[config.mk]
export PLATFORM = sky130hd
export DESIGN_NAME = divisor_iterativo
export DESIGN_NICKNAME = d
export VERILOG_FILES = /design/src/rtl/divisor_iterativo.sv
export SDC_FILE = /design/constraint.sdc
export NUM_CORES = 1
export LEC_CHECK = 0
export BUFFER_PORTS_ARGS = -buffer_cell sky130_fd_sc_hd__buf_2
export CORE_MARGIN = 2
export CORE_UTILIZATION = 45
export CTS_CLUSTER_SIZE = 24
export DETAILED_ROUTE_END_ITERATION = 6
export PLACE_DENSITY = 0.66
export SETUP_SLACK_MARGIN = 0.05
export SKIP_LAST_GASP = 1
export SYNTH_ARGS = -nofsm -noshare
export SYNTH_HDL_FRONTEND = slang
export SYNTH_SLANG_ARGS = --single-unit
[constraint.sdc]
create_clock -name clk -period 4.4 [get_ports clk]
set_input_delay 1.32 -clock clk [delete_from_list [all_inputs] [get_ports clk]]
set_output_delay 1.32 -clock clk [all_outputs]
set_load 0.02 [all_outputs]
[src/rtl/divisor_iterativo.sv]
// divisor_iterativo
//   Multi-cycle restoring divider that produces one quotient bit per clock.
//   It serves DIV (signed) and DIVU (unsigned). The quotient goes to LO and
//   the remainder goes to HI. Control stalls the PC while busy is high.
//
//   State table
//     state  | meaning
//     IDLE   | waiting for start, busy=0
//     RUN    | shift-subtract steps, one quotient bit per edge, busy=1
//     FIX    | sign correction / divide-by-zero result written, busy=1
//     DONE   | results valid, done=1 for one cycle, start may be accepted
//
//   Ports
//     clk          rising-edge clock
//     reset_n      asynchronous active-low reset
//     start        request, sampled only while busy=0
//     signed_op    1 = DIV (two's complement), 0 = DIVU
//     dividend     numerator, sampled at the accepting edge
//     divisor      denominator, sampled at the accepting edge
//     busy         operation in progress
//     done         one-cycle pulse, results valid
//     quotient     result quotient, held until the next FIX
//     remainder    result remainder, held until the next FIX
//     div_by_zero  last accepted op had divisor == 0
module divisor_iterativo #(
  parameter int WIDTH = 32
) (
  input  logic             clk,
  input  logic             reset_n,
  input  logic             start,
  input  logic             signed_op,
  input  logic [WIDTH-1:0] dividend,
  input  logic [WIDTH-1:0] divisor,
  output logic             busy,
  output logic             done,
  output logic [WIDTH-1:0] quotient,
  output logic [WIDTH-1:0] remainder,
  output logic             div_by_zero
);

  localparam int CW = (WIDTH > 1) ? $clog2(WIDTH) : 1;
  localparam logic [CW-1:0] LAST_STEP = CW'(WIDTH - 1);

  typedef enum logic [1:0] {S_IDLE, S_RUN, S_FIX, S_DONE} state_t;

  state_t           r_state;
  state_t           w_next;
  logic             w_accept;
  logic [CW-1:0]    r_cnt;
  logic [WIDTH-1:0] r_quo;
  logic [WIDTH-1:0] r_rem;
  logic [WIDTH-1:0] r_dvs;
  logic [WIDTH-1:0] r_dvd_raw;
  logic             r_neg_q;
  logic             r_neg_r;
  logic             r_dz;
  logic [WIDTH-1:0] r_quotient;
  logic [WIDTH-1:0] r_remainder;
  logic             r_div_by_zero;

  logic [WIDTH-1:0] w_dvd_mag;
  logic [WIDTH-1:0] w_dvs_mag;
  logic [WIDTH:0]   w_rsh;
  logic [WIDTH:0]   w_trial;
  logic             w_ge;

  // Magnitudes wrap for the most-negative value. This wrap is what gives
  // MIN / -1 = MIN with a zero remainder.
  assign w_dvd_mag = (signed_op && dividend[WIDTH-1]) ? -dividend : dividend;
  assign w_dvs_mag = (signed_op && divisor[WIDTH-1])  ? -divisor  : divisor;

  // The partial remainder is always below the divisor. After the shift it
  // fits in WIDTH+1 bits, and the difference fits in WIDTH+1 signed bits.
  assign w_rsh   = {r_rem, r_quo[WIDTH-1]};
  assign w_trial = w_rsh - {1'b0, r_dvs};
  assign w_ge    = ~w_trial[WIDTH];

  always_ff @(posedge clk or negedge reset_n) begin
    if (!reset_n) r_state <= S_IDLE;
    else          r_state <= w_next;
  end

  always_comb begin
    w_next   = r_state;
    w_accept = 1'b0;
    busy     = 1'b0;
    done     = 1'b0;
    case (r_state)
      S_IDLE: w_accept = start;
      S_RUN: begin
        busy = 1'b1;
        if (r_cnt == LAST_STEP) w_next = S_FIX;
      end
      S_FIX: begin
        busy   = 1'b1;
        w_next = S_DONE;
      end
      S_DONE: begin
        done     = 1'b1;
        w_next   = S_IDLE;
        w_accept = start;
      end
      default: w_next = S_IDLE;
    endcase
    if (w_accept) w_next = (divisor == '0) ? S_FIX : S_RUN;
  end

  always_ff @(posedge clk or negedge reset_n) begin
    if (!reset_n) begin
      r_cnt         <= '0;
      r_quo         <= '0;
      r_rem         <= '0;
      r_dvs         <= '0;
      r_dvd_raw     <= '0;
      r_neg_q       <= 1'b0;
      r_neg_r       <= 1'b0;
      r_dz          <= 1'b0;
      r_quotient    <= '0;
      r_remainder   <= '0;
      r_div_by_zero <= 1'b0;
    end else if (w_accept) begin
      r_cnt     <= '0;
      r_quo     <= w_dvd_mag;
      r_rem     <= '0;
      r_dvs     <= w_dvs_mag;
      r_dvd_raw <= dividend;
      r_neg_q   <= signed_op & (dividend[WIDTH-1] ^ divisor[WIDTH-1]);
      r_neg_r   <= signed_op & dividend[WIDTH-1];
      r_dz      <= (divisor == '0);
    end else if (r_state == S_RUN) begin
      r_rem <= w_ge ? w_trial[WIDTH-1:0] : w_rsh[WIDTH-1:0];
      r_quo <= {r_quo[WIDTH-2:0], w_ge};
      r_cnt <= r_cnt + CW'(1);
    end else if (r_state == S_FIX) begin
      r_div_by_zero <= r_dz;
      if (r_dz) begin
        r_quotient  <= '1;
        r_remainder <= r_dvd_raw;
      end else begin
        r_quotient  <= r_neg_q ? -r_quo : r_quo;
        r_remainder <= r_neg_r ? -r_rem : r_rem;
      end
    end
  end

  assign quotient    = r_quotient;
  assign remainder   = r_remainder;
  assign div_by_zero = r_div_by_zero;

endmodule

==> out/results.txt <==
Root Driver = clkbuf_16
final setup TNS = 0 ns
Bufs and invs on worst path = 2
largest net degree at the start of global routing = 90
Clock Tree Buf Depth = 3
top-count cell post-synth = nand2_1
DIE HEIGHT = 174 um
CP max stage delay = 0.44 ns
NumNets Final = 1730
cts repair resizes = 0
DR vias/cell = 5.51
Final WS setup = 0.935 ns
sequential element share of the synthesized area = 0.390
first-pass GRT wire length = 54.5 mm
postcts setup bufs = 0
initial antenna violation count = 0
number of synthesized flops with an enable pin = 0
H-tree levels = 1
critical path cell sequence = inv_1 > ha_1 > fa_1 > nor2b_1 > o31a_1 > o221a_2 > o21ba_2 > or3_1 > o211ai_1 > buf_4 > mux2i_1 > a21oi_1
Syn. warnings = 0
top cells by area, synth = dfrtp_1 39%, nand2_1 6.9%, xor2_1 5.9%
wire length per cell = 16.2 um
Starting DRT DRC Count = 876
# DRC = 0
status = finished, final reports clean
Starting Density = 0.455
antenna violation net count after detailed routing = 0
via count = 11100
Setup Slack @ Placement = 0.501 ns
Routability Congestion = 0.878
Synth Instances = 1526
Crit path max-delay family = compound AO/OA/AOI/OAI gates
CTS tree = yes
vias in the first global route = 10700
CP Launch Type = register
die area = 30300 sq um
post-synthesis cell type count = 70
DP Wirelength = 23.6 mm
number of top-level pins = 135
Max Cap Viol = 0
Pins Over Slew Limit = 0
Final Skew = 0.00956 ns
number of detailed-route iterations in the first pass = 6
hold_buf cts = 0
Area Growth Syn to Fin = 13.7%
post-synth net total = 1637
ant diodes = 0
P_leak = 6.64 nW
Post-synth ARST share = 1.00
GRT Resource Usage Total = 0.215
worst skew pair latency = 0.51 ns
cell area after layout = 14800 sq um
Worst VDD drop = 0.421 mV
synthesized area per cell = 8.53 sq um
clock sink count = 203
top_reg_cell synth = dfrtp_1
critical path class = register to register
Placement Rows = 62
Util after Layout = 0.517
CP Data Required Time = 4.75 ns
cell area after synthesis = 13000 sq um
die span in x = 174 um
final setup violation count = 0
RSZ-0062 raised after global routing = false
CTS Buf Count = 24
Hold Path Class = register to register
Post-synth top cells = 238 x nand2_1, 203 x dfrtp_1, 149 x o21ai_0
Worst-Margin Slew = 1.28 ns
CP Capture Type = register
post-synth top area share = 0.390
post-synthesis register bit count = 203
PortBufs = 134
Core Region = 28600 sq um
pwr dens = 868 nW/um^2
ratio of cells with drive above 1 in the final layout = 0.147
CP max-delay cell = dfrtp_1
Final Hold Viols = 0
Fmax = 289 MHz
worst-path maximum fanout = 30
WL final = 32.6 mm
Reg clk slew, reported paths = 0.06 ns
placed cell area = 14000 sq um
Max transition margin = 0.145
minimum clock period = 3.46 ns
largest area contributor in the netlist = dfrtp_1
global route overflow = 0
fin crit share = 0.787
CP arrival = 3.82 ns
==> sequential cells by signal (all words and copies together), names as in the netlist <==
| register | cells |
|---|---|
| div_by_zero | 1 |
| quotient | 32 |
| r_cnt | 5 |
| r_dvd_raw | 32 |
| r_dvs | 32 |
| r_dz | 1 |
| r_neg_q | 1 |
| r_neg_r | 1 |
| r_quo | 32 |
| r_rem | 32 |
| r_state | 2 |
| remainder | 32 |
==> metrics by stage <==
step / power, mW / hold slack [ns] / std cells
2_1_floorplan: 9.02 / 0.437 / 1526
3_3_place_gp: 10.7 / 0.451 / 1977
3_5_place_dp: 10.9 / 0.463 / 1977
4_1_cts: 12.9 / 0.483 / 2019
5_1_grt: 14.0 / 0.499 / 2019
6_report: 12.9 / 0.475 / 2019
==> final timing paths <==
kind | startpoint | to | slack (ns) | cells past startpoint
max | r_quo[31]$_DFFE_PN0P_ | r_rem[15]$_DFFE_PN0P_ | 0.94 | 12
min | r_dvs[14]$_DFFE_PN0P_ | r_dvs[14]$_DFFE_PN0P_ | 0.47 | 2
max reg2reg | r_quo[31]$_DFFE_PN0P_ | r_rem[15]$_DFFE_PN0P_ | 0.94 | 12
min reg2reg | r_dvs[14]$_DFFE_PN0P_ | r_dvs[14]$_DFFE_PN0P_ | 0.47 | 2
max in group asynchronous | reset_n | r_quo[7]$_DFFE_PN0P_ | 2.67 | 2
min in group asynchronous | reset_n | quotient[28]$_DFFE_PN0P_ | 0.85 | 1
==> worst register-to-register path: cells and delay by family (launching register included) <==
family                   cells  cell delay [ns]
AO/OA/AOI/OAI                5             1.05
buffers and inverters        2             0.62
adder cells (fa/ha/maj)      2             0.45
flip-flops                   1             0.44
AND/OR/NAND/NOR              2             0.44
multiplexers                 1             0.30
==> report_power, final <==
| part | switching (mW) | internal, mW | leakage (nW) |
|---|---|---|---|
| sequential | 0.868 | 2.78 | 2.48 |
| combinational | 4.30 | 2.93 | 3.77 |
| clock | 0.776 | 1.20 | 0.382 |
==> logic make-up (layout without fill, tap and decap cells) <==
family                   count (synthesis)  after routing  synth area share
multiplexers                            77             77            0.0616
XOR/XNOR                               145            145            0.0975
AND/OR/NAND/NOR                        504            504             0.178
buffers and inverters                  152            261            0.0448
adder cells (fa/ha/maj)                 43             43            0.0419
flip-flops                             203            203             0.390
AO/OA/AOI/OAI                          402            402             0.186
==> layout by cell type, fill, tap and decap left out, drive strengths merged, types with 3 or more instances in the layout <==
cell type	count
nor3b	3
nand3b	3
mux2	22
and3	6
ha	42
xor2	88
dfrtp	203
a21oi	116
xnor2	57
o221ai	10
nor3	19
o211a	3
o21ai	158
or3	15
or2	8
a21boi	4
o31ai	27
nor2	101
mux2i	55
o41ai	15
nand2b	14
a211oi	10
a31oi	11
a21o	8
o211ai	5
clkbuf	36
nand4b	3
or4	15
inv	68
nand2	239
nor4	15
buf	150
nand4	6
and2	9
o22ai	4
o21a	9
nand3	27
clkinv	4
nor2b	17
==> layout make-up <==
class | instances | area (sq um)
Clock buffer | 35 | 693
Clock inverter | 7 | 87.6
Fill cell | 2772 | 13800
Inverter | 68 | 255
Multi-Input combinational cell | 1171 | 7380
Sequential cell | 203 | 5080
Tap cell | 384 | 480
Timing Repair Buffer | 151 | 820
==> layer usage <==
metal  GRT usage  vias up  part of all wire
met5           0        -                 0
met4      0.0466        0             0.019
met3      0.0258       51             0.043
met2       0.350      289              0.45
met1       0.309     5260              0.49
li1            -     5521                 -
No activity file was read; power rests on OpenSTA's default activity.
